$ cat src/rtl/parking_lot_controller_pkg.sv
// Shared definitions for the parking lot gate/slot controller.
// Holds the gate sequencer state encoding used by the top level.
package parking_lot_controller_pkg;

    typedef enum logic [1:0] {
        IDLE  = 2'd0,
        ADMIT = 2'd1,
        EXIT  = 2'd2,
        GATE  = 2'd3
    } gate_state_t;

endpackage

$ cat src/rtl/parking_lot_controller_slot_allocator.sv
// Combinational lowest-index free slot finder over the occupancy vector.
// any_free is low when every slot is occupied; free_idx is then 0.
module parking_lot_controller_slot_allocator
    import parking_lot_controller_pkg::*;
#(
    parameter int NUM_SLOTS = 8,
    parameter int SLOT_W    = 3
) (
    input  logic [NUM_SLOTS-1:0] slot_status,
    output logic [SLOT_W-1:0]    free_idx,
    output logic                 any_free
);

    // Scanning downward lets the lowest free index overwrite any higher one.
    always_comb begin
        free_idx = '0;
        any_free = 1'b0;
        for (int i = NUM_SLOTS - 1; i >= 0; i--) begin
            if (!slot_status[i]) begin
                free_idx = SLOT_W'(i);
                any_free = 1'b1;
            end
        end
    end

endmodule

$ cat src/rtl/parking_lot_controller.sv
// N-slot car park gate controller: admits cars into the lowest free slot,
// releases slots on exit, sequences the gate door and tracks parked minutes.
module parking_lot_controller
    import parking_lot_controller_pkg::*;
#(
    parameter int NUM_SLOTS   = 8,
    parameter int SLOT_W      = 3,
    parameter int DOOR_CYCLES = 16,
    parameter int TIME_W      = 12
) (
    input  logic                 clk,
    input  logic                 reset,
    input  logic                 tick_min,
    input  logic                 entry_req,
    input  logic                 exit_req,
    input  logic [SLOT_W-1:0]    exit_slot,
    input  logic                 car_present,
    output logic                 door_open,
    output logic                 full,
    output logic [SLOT_W:0]      available,
    output logic [NUM_SLOTS-1:0] slot_status,
    output logic [SLOT_W-1:0]    assigned_slot,
    output logic                 assign_valid,
    output logic                 entry_rej,
    output logic                 exit_done,
    output logic                 exit_err,
    output logic [TIME_W-1:0]    exit_duration
);

    localparam int              DOOR_W    = (DOOR_CYCLES > 1) ? $clog2(DOOR_CYCLES) : 1;
    localparam logic [DOOR_W-1:0] DOOR_LAST = DOOR_W'(DOOR_CYCLES - 1);
    localparam logic [SLOT_W:0] AVAIL_MAX = (SLOT_W + 1)'(NUM_SLOTS);
    localparam logic [SLOT_W:0] AVAIL_ONE = (SLOT_W + 1)'(1);

    gate_state_t       state;
    logic              entry_d;
    logic              exit_d;
    logic              ent_p;
    logic              ext_p;
    logic [SLOT_W-1:0] ext_slot;
    logic [DOOR_W-1:0] door_cnt;
    logic [TIME_W-1:0] timer [NUM_SLOTS];
    logic [SLOT_W-1:0] free_idx;
    logic              any_free;
    logic              exit_in_range;
    logic              admit_ok;
    logic              exit_ok;
    logic [SLOT_W:0]   avail_next;

    parking_lot_controller_slot_allocator #(
        .NUM_SLOTS (NUM_SLOTS),
        .SLOT_W    (SLOT_W)
    ) u_alloc (
        .slot_status (slot_status),
        .free_idx    (free_idx),
        .any_free    (any_free)
    );

    // Decisions taken in the one-cycle ADMIT/EXIT states, shared by the FSM and timers.
    always_comb begin
        exit_in_range = ({1'b0, ext_slot} < AVAIL_MAX);
        admit_ok      = (state == ADMIT) && !full && car_present && any_free;
        exit_ok       = (state == EXIT) && exit_in_range && slot_status[ext_slot];
        avail_next    = available;
        if (admit_ok) begin
            avail_next = available - AVAIL_ONE;
        end else if (exit_ok) begin
            avail_next = available + AVAIL_ONE;
        end
    end

    // One-deep pending flags; a rise arriving while its flag is already set is lost.
    always_ff @(posedge clk or posedge reset) begin
        if (reset) begin
            entry_d  <= 1'b0;
            exit_d   <= 1'b0;
            ent_p    <= 1'b0;
            ext_p    <= 1'b0;
            ext_slot <= '0;
        end else begin
            entry_d <= entry_req;
            exit_d  <= exit_req;
            if (state == ADMIT) begin
                ent_p <= 1'b0;
            end else if (entry_req && !entry_d) begin
                ent_p <= 1'b1;
            end
            if (state == EXIT) begin
                ext_p <= 1'b0;
            end else if (exit_req && !exit_d && !ext_p) begin
                ext_p    <= 1'b1;
                ext_slot <= exit_slot;
            end
        end
    end

    always_ff @(posedge clk or posedge reset) begin
        if (reset) begin
            state         <= IDLE;
            door_open     <= 1'b0;
            door_cnt      <= '0;
            full          <= 1'b0;
            available     <= AVAIL_MAX;
            slot_status   <= '0;
            assigned_slot <= '0;
            assign_valid  <= 1'b0;
            entry_rej     <= 1'b0;
            exit_done     <= 1'b0;
            exit_err      <= 1'b0;
            exit_duration <= '0;
        end else begin
            assign_valid <= 1'b0;
            entry_rej    <= 1'b0;
            exit_done    <= 1'b0;
            exit_err     <= 1'b0;
            available    <= avail_next;
            full         <= (avail_next == '0);
            case (state)
                IDLE: begin
                    if (ext_p) begin
                        state <= EXIT;
                    end else if (ent_p) begin
                        state <= ADMIT;
                    end
                end
                ADMIT: begin
                    if (admit_ok) begin
                        slot_status[free_idx] <= 1'b1;
                        assigned_slot         <= free_idx;
                        assign_valid          <= 1'b1;
                        door_open             <= 1'b1;
                        door_cnt              <= '0;
                        state                 <= GATE;
                    end else begin
                        entry_rej <= 1'b1;
                        state     <= IDLE;
                    end
                end
                EXIT: begin
                    if (exit_ok) begin
                        slot_status[ext_slot] <= 1'b0;
                        exit_duration         <= timer[ext_slot];
                        exit_done             <= 1'b1;
                        door_open             <= 1'b1;
                        door_cnt              <= '0;
                        state                 <= GATE;
                    end else begin
                        exit_err <= 1'b1;
                        state    <= IDLE;
                    end
                end
                GATE: begin
                    if (door_cnt == DOOR_LAST) begin
                        door_open <= 1'b0;
                        state     <= IDLE;
                    end else begin
                        door_cnt <= door_cnt + DOOR_W'(1);
                    end
                end
                default: state <= IDLE;
            endcase
        end
    end

    // Allocation or release zeroes a timer; the release reads the pre-increment value.
    always_ff @(posedge clk or posedge reset) begin
        if (reset) begin
            for (int i = 0; i < NUM_SLOTS; i++) begin
                timer[i] <= '0;
            end
        end else begin
            for (int i = 0; i < NUM_SLOTS; i++) begin
                if ((admit_ok && (free_idx == SLOT_W'(i))) ||
                    (exit_ok && (ext_slot == SLOT_W'(i)))) begin
                    timer[i] <= '0;
                end else if (tick_min && slot_status[i] && (timer[i] != '1)) begin
                    timer[i] <= timer[i] + TIME_W'(1);
                end
            end
        end
    end

endmodule

$ cat config.mk
export PLATFORM = sky130hd
export DESIGN_NAME = parking_lot_controller
export DESIGN_NICKNAME = d
export VERILOG_FILES = /design/src/rtl/parking_lot_controller_pkg.sv /design/src/rtl/parking_lot_controller_slot_allocator.sv /design/src/rtl/parking_lot_controller.sv
export SDC_FILE = /design/constraint.sdc
export NUM_CORES = 1
export LEC_CHECK = 0
export ABC_AREA = 1
export BUFFER_PORTS_ARGS = -buffer_cell sky130_fd_sc_hd__buf_2
export CORE_AREA = 3 3 133 135
export CTS_BUF_LIST = sky130_fd_sc_hd__clkbuf_16
export DETAILED_ROUTE_END_ITERATION = 7
export DIE_AREA = 0 0 136 138
export PLACE_DENSITY = 0.68
export SETUP_SLACK_MARGIN = 0.2
export SYNTH_ARGS = -nofsm -noshare
export SYNTH_HDL_FRONTEND = slang
export SYNTH_SLANG_ARGS = --single-unit
$ cat constraint.sdc
create_clock -name clk -period 4.7 [get_ports clk]
set_clock_uncertainty 0.1 [all_clocks]
set_input_delay 0.705 -clock clk [delete_from_list [all_inputs] [get_ports clk]]
set_output_delay 0.705 -clock clk [all_outputs]
set_load 0.05 [all_outputs]
---- Word level (Yosys, flattened, before mapping) ----
Index checks and enable logic that the tools add are counted.
Widths: inputs -> output; s select.
cells by class
  add/sub/neg operators ................... 11
  multiply operators ...................... 0
  div/mod/pow operators ................... 0
  order comparisons ....................... 5
  eq/ne operators ......................... 31
  shifts and indexed selects .............. 0
  mux-type cells .......................... 72
  bitwise operators ....................... 5
  reductions and logical operators ........ 76
operator list
  operator               number
  $mux 12                18
  $add 12x1->12 const B  8
  $ne 12x12->1 const B   8
  $logic_and 1x1->1      41
  $bmux 12 s3            1
  $mux 1                 26
  $eq 3x3->1 const B     8
  $mux 3                 8
  $reduce_bool 2->1      11
  $mux 4                 5
  $mux 8                 2
  $pmux 8 s2             1
  $eq 3x2->1 const B     4
  $pmux 4 s3             1
  $mux 2                 5
  $add 4x1->4 const B    2
  $and 8x8->8            1
  $logic_or 1x1->1       8
  $lt 3x4->1 const B     2
  $ne 2x2->1 const B     4
  $not 8->8              1
  $or 8x8->8             1
  $pmux 2 s4             1
  $reduce_and 2->1       4
  20 further kinds       29
storage, ports and cells
  register bits ........................... 142
  bits in latches ......................... 0
  memory bits (writable) .................. 0
  memory bits (read-only) ................. 0
  input bits .............................. 9
  output and inout bits ................... 33
  logic and storage cells ................. 225
  memories kept ........................... 0

---- Longest topological paths before layout ----
Gate-level depths: netlist of run 1.
  word-level depth ........................ 15
  mapped depth ............................ 14
  depth with buffers taken out ............ 13

---- By module ----
From an unflattened synthesis of run 1, not the netlist that was laid out.
unflattened totals
  cells, all modules ...................... 1148
  area, all modules ....................... 8436.8 µm²
by module, submodules not included
  module                                 times used  cells an instance  area an instance (µm²)  sequential area each (µm²)
  parking_lot_controller                 1           1130               8358.0                  3554.7
  parking_lot_controller_slot_allocator  1           18                 78.8                    0.0

---- Least setup slack after synthesis of run 1 ----
Ideal clock, no wire load.
  path type ............................... flip-flop to flip-flop
  start ................................... register slot_status[0]
  end ..................................... register timer[11] (netlist bit)
  library setup time ...................... 0.118 ns
  arrival ................................. 1.754 ns
  data required time ...................... 4.482 ns
  path slack .............................. 2.728 ns
  stages on the path, launching flop included .. 12
  path buffers ............................ 2
  period minus slack after synthesis ...... 1.972 ns
  cell sequence ........................... dfrtp_1 buf_2 nand2_2 nor2_2 inv_1 nor2_1 inv_1 nor2_1 nand2_1 nand2_1 buf_4 nor2_1
on the way
  longest elaborated chain between the ends .. 6
  elaborated cells between the ends (all ways) .. 12
  those cells by class .................... eq/ne: 1; mux: 5; reduce/logical: 6
ends and longest elaborated chain
  what                                                 line                           source
  start: declaration                                   parking_lot_controller.sv:21   output logic [NUM_SLOTS-1:0] slot_status,
  start signal: assignment                             parking_lot_controller.sv:104  slot_status <= '0;
  start signal: indexed assignment                     parking_lot_controller.sv:128  slot_status[free_idx] <= 1'b1;
  start signal: indexed assignment                     parking_lot_controller.sv:141  slot_status[ext_slot] <= 1'b0;
  $bmux 1 s3                                           parking_lot_controller.sv:63   exit_ok = (state == EXIT) && exit_in_range && slot_status[ext_slot];
  $mux 1 (implied by the code)                         parking_lot_controller.sv:63
  $logic_and 1x1->1                                    parking_lot_controller.sv:63
  $logic_and 1x1->1                                    parking_lot_controller.sv:174  (exit_ok && (ext_slot == SLOT_W'(i)))) begin
  $logic_or 1x1->1 *                                   parking_lot_controller.sv:173  if ((admit_ok && (free_idx == SLOT_W'(i))) ||
  $mux 12 / $reduce_bool 2->1 (equally long branches)  n/a
  end signal: indexed assignment                       parking_lot_controller.sv:177  timer[i] <= timer[i] + TIME_W'(1);
  end: declaration                                     parking_lot_controller.sv:42   logic [TIME_W-1:0] timer [NUM_SLOTS];
Every way passes the cells marked *; elsewhere a longest branch is shown, timed or not. The select of a mux whose other input is x is not followed.
A chain may end at the register's enable or synchronous reset.

---- Final worst setup path of run 1 ----
  start ................................... register ext_slot[2]
  end ..................................... register timer[21] (netlist bit)
on the way
  longest elaborated chain between the ends .. 6
  elaborated cells between the ends (all ways) .. 8
  those cells by class .................... eq/ne: 1; mux: 3; reduce/logical: 4
ends and longest elaborated chain
  what                                                 line                           source
  start: declaration                                   parking_lot_controller.sv:40   logic [SLOT_W-1:0] ext_slot;
  start signal: assignment                             parking_lot_controller.sv:92   ext_slot <= exit_slot;
  $bmux 1 s3                                           parking_lot_controller.sv:63
  $mux 1 (implied by the code)                         parking_lot_controller.sv:63
  $logic_and 1x1->1                                    parking_lot_controller.sv:63
  $logic_and 1x1->1 *                                  parking_lot_controller.sv:174
  $logic_or 1x1->1 *                                   parking_lot_controller.sv:173
  $mux 12 / $reduce_bool 2->1 (equally long branches)  n/a
Marks and branches as above.

==> impl_metrics.yaml, run 1 <==
route:
  first_pass_iters: 5
  routed-via-count: 7253
  antenna_left: 0
  drc_errors: 0
  wl_per_cell_microns: 15.7
  via_per_inst: 5.33
  routed_wl_mm: 21.3
  drt-initial-drc-count: 792
yosys:
  avgSynthCellArea_sq_um: 7.60
  yosysWarnings: 0
  synth_edf_count: 0
  syn_area_sq_um: 8280
  ys_seq_area_frac: 0.429
  ys.flop_type: "dfrtp_1"
  synth_cell_types: 48
  synthCells: 1089
  ys_async_sr_fraction: 1.00
  synth_nets: 1114
  ys_ff_latch: 142
timing:
  rsz0062_at_grt: "no"
  finalSetupViolations: 0
  slew_viol_final: 0
  finalHoldViolations: 0
  tightest_slew_ns: 1.01
  min_period_ns: 2.87
  slew_headroom: 0.329
  max_freq_mhz: 348
  setup-tns-final_ns: 0
  fin_crit_sh: 0.611
pwr:
  power_w: 0.00528
  ir_worst_vdd_mv: 0.549
  power.density_nw_per_um2: 573
  p_leak_nw: 4.36
setup_path:
  r2r-end: "timer[21]"
  critPathTopFamily: "flip-flops"
  worst-r2r-setup-slack_ns: 1.83
  crit_arrival_ns: 3.04
  required_ns: 4.87
  endpoint_kind: "flip-flop"
  rr_startpoint: "ext_slot[2]"
  crit_buf_inv: 2
  crit_slowest_cell: "dfrtp_1"
  path_class: "flip-flop to flip-flop"
  worstSetupStartpointType: "flip-flop"
  critPathMaxFanout: 24
  critical_path.cell_chain: "inv_1 > nand3_2 > nand3_4 > inv_4 > nand3_1 > o21ai_1 > nor2_1"
  ff2ff_path_depth: 7
  slowest_delay_ns: 1.00
clocking:
  cts.root.buffer_cell: "clkbuf_16"
  clk_latency_ns: 0.43
  cts_tree: "yes"
  htree_levels: 4
  cts.clk_slew.worst_paths_ns: 0.06
  post_cts_buffers: 0
  cts_buffers: 17
  clock_sinks: 142
  ctsResizeCount: 0
  clockBufferDepth: 2
  cts_hold_buf: 0
global_route:
  grt_max_degree: 79
  grt.overflow.total: 0
  track_usage: 0.237
  grt_antenna_before_repair: 0
  grt_pass1_wl_mm: 35.5
  grt_pass1_vias: 6748
floorplanning:
  placementRows: 47
  io_pins: 42
  die_area_sq_um: 18800
  die_y_microns: 138
  dieWidth_microns: 136
  fp.coreArea_sq_um: 16600
  initial_core_util: 0.499
job:
  cap_viol_max_count: 0
placement:
  place.gp.congestion: 0.942
  hpwl_mm: 15.6
  place.port_buffers: 41
finish:
  syn_to_final_growth_pct: 11.3
  layout.nets: 1154
  antenna_cells: 0
  drive_gt1_frac: 0.110
hold_path:
  min_path_cells: 1
  hold_class: "primary input to flip-flop"
  holdCritStartpoint: "exit_req"
  worstHoldEndpoint: "exit_d"
run_status:
  status: "finished clean"
-- cells by family after synthesis --
kind of cell    Yosys count  synth area share
simple gates            625             0.341
buf+inv                 148            0.0748
flops                   142             0.429
compound gates          106            0.0759
xor+xnor                 51            0.0540
fa+ha+maj                16            0.0242
mux                       1           0.00121
-- synthesized netlist by cell type (6+ instances only) --
master     instances  area [sq um]
ha_1              16           200
xnor2_1           15           131
a21oi_1           32           160
inv_1            115           432
o21a_1             6          45.0
clkbuf_1           6          22.5
nor3_1            27           135
nand3_1           89           445
xor2_1            36           315
buf_2             13          65.1
nand2_1          295          1110
nand3_2            6          60.1
nand4_1           15          93.8
nor3b_2            6          75.1
nand2_2           13          81.3
dfrtp_1          141          3530
nor2_1           149           559
o2111ai_1         10          87.6
o21ai_0           38           190
-- layout make-up --
cell class / instances / area [sq um]
inverters: 123 / 470
well taps: 220 / 275
fillers: 1602 / 7370
flip-flops and latches: 142 / 3550
repair buffers: 46 / 255
multi-input cells: 799 / 4110
clock inverters: 14 / 129
clock buffers: 17 / 425
-- registers in the layout, summed over array words and instances (netlist names), 2 cells and up --
register	flops
ext_slot	3
assigned_slot	3
state	2
door_cnt	4
timer	96
slot_status	8
exit_duration	12
available	4
-- per-stage QoR --
| step | util | instance area, sq um | setup WS (ns) | instances | hold slack [ns] |
|---|---|---|---|---|---|
| after floorplan | - | 8280 | 2.12 | 1089 | 0.364 |
| final | 0.556 | 9220 | 1.83 | 1361 | 0.299 |
| after global routing | 0.556 | 9220 | 1.56 | 1361 | 0.290 |
| after global placement | 0.522 | 8660 | 1.98 | 1330 | 0.372 |
| after CTS | 0.556 | 9220 | 1.89 | 1361 | 0.291 |
| after detailed placement | 0.522 | 8660 | 1.87 | 1330 | 0.368 |
-- how the worst max path moves through the flow --
| stage | slack [ns] | start | cells past startpoint | to |
|---|---|---|---|---|
| 2_1_floorplan | 2.12 | reset | 1 | assign_valid |
| 3_3_place_gp | 1.98 | ext_slot[2] | 7 | timer[22] |
| 3_5_place_dp | 1.87 | ext_slot[2] | 7 | timer[21] |
| 4_1_cts | 1.89 | ext_slot[2] | 7 | timer[21] |
| 5_1_grt | 1.56 | ext_slot[2] | 7 | timer[20] |
| 6_report | 1.83 | ext_slot[2] | 7 | timer[21] |
-- report_power, final --
group          leakage (nW)  internal (W)  switching, W
combinational          2.22      0.000589       0.00156
sequential             1.87       0.00149      0.000353
clock                 0.266      0.000766      0.000524
total                  4.36       0.00284       0.00244
-- layer usage --
metal | up-vias | global-route usage | wire length, microns
met3 | 31 | 0.0516 | 1580
met5 | - | 0 | 0
met1 | 3397 | 0.357 | 10000
li1 | 3574 | - | -
met4 | 0 | 0.0653 | 354
met2 | 251 | 0.346 | 9390
-- cells in the final DEF, fill, tap and decap left out, types with 3 or more instances in the layout --
cell,netlist,final
nand3_1,89,89
nand2_1,295,295
buf_2,13,41
nand3_4,3,3
ha_1,16,16
inv_2,5,5
nand3_2,6,6
clkinv_1,1,5
o21ai_0,38,38
clkinvlp_4,0,4
nor3_2,5,5
dfrtp_1,141,141
o2111ai_1,10,10
a41oi_1,4,4
nor2_1,149,149
a21oi_1,32,32
clkbuf_16,0,17
o21a_1,6,6
nor3_1,27,27
nand2_4,3,3
nand4_1,15,15
xnor2_1,15,15
inv_1,115,115
nor3b_2,6,6
o21ai_1,4,4
buf_4,3,4
xor2_1,36,36
nand2_2,13,13
No activity file was read; power rests on OpenSTA's default activity.
==> inputs of run 2 (changes only) <==
ABC_AREA = 0   (was 1)
CORE_AREA = 3 3 132 134   (was 3 3 133 135)
DIE_AREA = 0 0 135 137   (was 0 0 136 138)
PLACE_DENSITY = 0.65   (was 0.68)
clock period = 2.95 ns   (was 4.7 ns; I/O delays follow)
==> impl_metrics.yaml, run 2 <==
run_status:
  status: "finished clean"
yosys:
  synth_top_family_by_area: "simple AND/OR/NAND/NOR gates"
  ys.flop_type: "dfrtp_1"
  synth_simple_gate_area_frac: 0.226
  synthMuxAreaShare: 0.101
  synth_edf_count: 0
  yosysMostFrequentCell: "dfrtp_1"
  ys_ff_latch: 142
  synthTopCellsByArea: "dfrtp_1, mux4_2, xnor2_1, nor2_1, nand2_1"
  synthCells: 816
  synth_top_cell_area_share: 0.436
  synth-compound-area-share: 0.0962
  avgSynthCellArea_sq_um: 9.91
  synth_cell_types: 71
  synth_common_cells: "dfrtp_1, nor2_1, nand2_1"
  yosysWarnings: 0
  syn_area_sq_um: 8090
  yosysTopAreaCell: "dfrtp_1"
  ys_async_sr_fraction: 1.00
  ys_seq_area_frac: 0.439
  synth_fa_ha_area_frac: 0.0247
  synth_xor_area_frac: 0.0790
  synth_nets: 841
global_route:
  grt_pass1_vias: 6447
  grt.overflow.total: 0
  grt_max_degree: 75
  grt_antenna_before_repair: 0
  track_usage: 0.236
  grt_pass1_wl_mm: 34.2
setup_path:
  crit_arrival_ns: 2.68
  required_ns: 3.20
  worstSetupStartpointType: "flip-flop"
  endpoint_kind: "flip-flop"
  path_class: "flip-flop to flip-flop"
  critPathMaxFanout: 13
route:
  via_per_inst: 6.06
  wl_per_cell_microns: 19.1
  drt-initial-drc-count: 550
  first_pass_iters: 7
  routed_wl_mm: 20.9
  drc_errors: 0
  antenna_left: 0
  routed-via-count: 6626
pwr:
  clockPowerShare: 0.237
  p_int_w: 0.00498
  ir_worst_vdd_mv: 0.541
  swShare: 0.439
  p_leak_nw: 3.84
  power_switching_w: 0.00389
  power.density_nw_per_um2: 970
  seq_power_share: 0.345
  comb_power_share: 0.418
job:
  cap_viol_max_count: 0
clocking:
  clock_sinks: 142
  cts_tree: "yes"
  cts_buffers: 17
  clockBufferDepth: 2
  cts.clk_slew.worst_paths_ns: 0.06
  cts.root.buffer_cell: "clkbuf_16"
  post_cts_buffers: 0
  clk_latency_ns: 0.43
  htree_levels: 4
placement:
  place_ws_ns: 0.562
  placedInstanceArea_sq_um: 8560
  hpwl_mm: 15.2
  place.port_buffers: 41
  place.gp.congestion: 0.944
timing:
  fin_crit_sh: 0.823
  whs_ns: 0.0371
  fin_ws_ns: 0.521
  slew_viol_final: 0
  tightest_slew_ns: 0.877
  slew_headroom: 0.407
  max_freq_mhz: 412
  rsz0062_at_grt: "no"
  finalSetupViolations: 0
  min_period_ns: 2.43
  setup-tns-final_ns: 0
  finalHoldViolations: 0
floorplanning:
  dieWidth_microns: 135
  io_pins: 42
  initial_core_util: 0.493
  fp.coreArea_sq_um: 16400
  die_y_microns: 137
  placementRows: 47
  die_area_sq_um: 18500
hold_path:
  hold_class: "primary input to flip-flop"
finish:
  stdcell_area_sq_um: 9140
  largestRegisters: "timer (96), exit_duration (12), slot_status (8)"
  drive_gt1_frac: 0.159
  antenna_cells: 0
  layout_commonest_cell: "dfrtp_1"
  regMostFlops: "timer"
  largest_register_ffs: 96
  layout.nets: 885
  utilization: 0.557
  syn_to_final_growth_pct: 13.0
  final_cell_mix: "dfrtp_1, nor2_1, nand2_1"
[run 2: cell type report]
class,instances,area [sq um]
clock buffers,17,425
clock inverters,15,148
fillers,1440,7270
inverters,24,93.8
multi-input cells,614,4260
flip-flops and latches,142,3550
well taps,220,275
repair buffers,61,383
[run 2: path summary, 6_finish.rpt]
check                                 start               end  slack, ns  cells after the start
max in group asynchronous             reset         timer[48]       1.60                      4
hold / removal                    entry_req           entry_d       0.04                      1
hold reg to reg            exit_duration[2]  exit_duration[2]       0.38                      2
setup reg to reg             slot_status[7]       door_cnt[3]       0.52                      6
setup / recovery             slot_status[7]       door_cnt[3]       0.52                      6
min in group asynchronous             reset      available[0]       0.45                      3
[run 2: cells by family after synthesis]
kind of cell / after synthesis
buffers and inverters: 60
AND/OR/NAND/NOR: 361
flip-flops: 142
multiplexers: 51
AO/OA/AOI/OAI: 113
adder cells (fa/ha/maj): 16
XOR/XNOR: 73
[run 2: per-stage QoR]
step                power (W)  std cells
floorplan             0.00576        816
global placement      0.00663       1060
detailed placement    0.00677       1060
CTS                   0.00888       1093
global route          0.00940       1093
finish                0.00886       1093
[run 2: repair_timing]
item,CTS,global route
hold buffers,1,0
resized for setup,0,0
endpoints found under the hold margin,12,0
[run 2: routing by layer]
metal  vias to the layer above  GRT usage  wire length [microns]
met5                         -          0                      0
met2                       221      0.371                   9820
met3                        46     0.0574                   1420
met1                      3297      0.324                   9210
met4                         0     0.0789                    467
li1                       3062          -                      -
[run 2: worst max-delay path, stage by stage (launching register included)]
cell	delay [ns]
dfrtp_1	0.53
mux2_1	0.21
a2bb2oi_2	0.47
a21oi_1	0.13
buf_4	0.21
or4_1	0.52
a21oi_1	0.18
[run 2: power by group through the flow]
stage,logic (W),clock network [W],registers [W]
finish,0.00370,0.00210,0.00306
global placement,0.00359,0,0.00304
detailed placement,0.00369,0,0.00307
CTS,0.00371,0.00213,0.00304
global route,0.00405,0.00223,0.00313
floorplan,0.00247,0,0.00330
==> inputs of run 3 (changes only) <==
clock period = 2.4 ns   (was 2.95 ns; I/O delays follow)
==> impl_metrics.yaml, run 3 (synthesized netlist as in run 2, its figures left out) <==
global_route:
  grt_pass1_wl_mm: 34.6
  grtUsageMet1: 0.332
  use_met3: 0.0489
  grt.overflow.total: 0
  grt_antenna_before_repair: 0
  grt_pass1_vias: 6533
  gr-usage-met2: 0.382
  grt_max_degree: 71
  grt_busiest_layer: "met2"
  track_usage: 0.240
pwr:
  power_w: 0.0114
  p_leak_nw: 3.97
  power.density_nw_per_um2: 1210
  ir_worst_vdd_mv: 0.673
run_status:
  status: "finished clean"
finish:
  stdcell_count: 1114
  final_cell_mix: "dfrtp_1, nor2_1, nand2_1"
  area.sequential_sq_um: 3560
  layout.nets: 906
  drive_gt1_frac: 0.198
  syn_to_final_growth_pct: 16.8
  largest_register_ffs: 96
  utilization: 0.576
  largestRegisters: "timer (96), exit_duration (12), slot_status (8)"
  regMostFlops: "timer"
  num-fill-cells: 1412
  multiInputGateArea_sq_um: 4370
  antenna_cells: 0
  layout_commonest_cell: "dfrtp_1"
timing:
  max_freq_mhz: 469
  setup-tns-final_ns: 0
  fin_crit_sh: 0.888
  finalSetupViolations: 0
  finalHoldViolations: 0
  min_period_ns: 2.13
  tightest_slew_ns: 0.629
  slew_viol_final: 0
  rsz0062_at_grt: "yes"
  slew_headroom: 0.576
route:
  wl_per_cell_microns: 19.4
  first_pass_iters: 5
  via_per_inst: 6.12
  antenna_left: 0
  drc_errors: 0
  routed_wl_mm: 21.7
  routed-via-count: 6822
  drt-initial-drc-count: 585
setup_path:
  crit_slowest_cell: "dfrtp_1"
  slowest_delay_ns: 0.41
  required_ns: 2.60
  crit_buf_inv: 3
  path_class: "flip-flop to flip-flop"
  critPathTopFamily: "buffers and inverters"
  critPathMaxFanout: 14
  endpoint_kind: "flip-flop"
  worstSetupStartpointType: "flip-flop"
  crit_top_cell: "buf_4"
  critical_path.cell_chain: "inv_2 > ha_2 > and3b_1 > o21ai_2 > buf_4 > o32ai_1 > buf_4 > nor3_1"
  crit_arrival_ns: 2.34
placement:
  place.gp.congestion: 0.906
  placed_cells: 1071
  place.port_buffers: 41
  hpwl_mm: 15.3
clocking:
  clock_sinks: 142
  clk_latency_ns: 0.43
  cts_buffers: 17
  cts.clk_slew.worst_paths_ns: 0.06
  clockBufferDepth: 2
  cts.root.buffer_cell: "clkbuf_16"
  cts_tree: "yes"
  htree_levels: 4
floorplanning:
  placementRows: 47
  dieWidth_microns: 135
  die_y_microns: 137
  fp.coreArea_sq_um: 16400
  die_area_sq_um: 18500
  initial_core_util: 0.493
  io_pins: 42
hold_path:
  hold_class: "primary input to flip-flop"
job:
  cap_viol_max_count: 0
## run 3: cell count changes in the layout (fill, tap and decap cells not counted), moves of 2 or more
cell / delta
buf_4: +15
dfrtp_1: -7
dfrtp_2: +7
clkinvlp_4: -4
ha_1: -4
o32ai_1: -4
ha_2: +3
o32ai_2: +3
clkinv_1: +2
clkinv_2: -2
dlygate4sd3_1: +2
## run 3: what timing repair did
| item | 4_1_cts | 5_1_grt |
|---|---|---|
| hold buffers | 3 | 0 |
| endpoints found under the setup margin | 16 | 108 |
| pin swaps | 0 | 3 |
| resized for setup | 4 | 29 |
| hold endpoints to repair | 20 | 0 |
| buffers inserted | 0 | 5 |
| cloned | 0 | 3 |
## run 3: final timing paths
| check | slack, ns | to | depth (start not counted) | start |
|---|---|---|---|---|
| max in group asynchronous | 1.05 | slot_status[0] | 4 | reset |
| worst max register to register | 0.27 | timer[26] | 8 | state[1] |
| worst max-delay path | 0.27 | timer[26] | 8 | state[1] |
| worst min-delay path | 0.09 | ext_slot[0] | 2 | exit_slot[0] |
| min in group asynchronous | 0.42 | available[2] | 3 | reset |
| worst min register to register | 0.38 | exit_duration[10] | 2 | exit_duration[10] |
## run 3: layout make-up
cell class	count	share of cell area
clock buffers	17	0.0450
clock inverters	15	0.0166
inverters	24	0.0102
multi-input cells	614	0.462
flip-flops and latches	142	0.377
well taps	220	0.0291
repair buffers	82	0.0596
## run 3: stage by stage
stage | setup WS [ns] | hold WS [ns] | instance area (sq um)
2_1_floorplan | 0.164 | 0.291 | 8090
3_3_place_gp | 0.247 | 0.320 | 8650
3_5_place_dp | 0.126 | 0.321 | 8650
4_1_cts | 0.178 | 0.0818 | 9280
5_1_grt | 0.180 | 0.0883 | 9450
6_report | 0.268 | 0.0868 | 9450
## run 3: layer usage
metal	vias to the layer above	wire (microns)
li1	3102	-
met1	3384	9420
met2	291	10300
met3	45	1510
met4	0	440
met5	-	0
## run 3: power by group
part           internal, W  switching (W)
combinational      0.00189        0.00314
clock              0.00161        0.00102
sequential         0.00296       0.000810
total              0.00646        0.00497
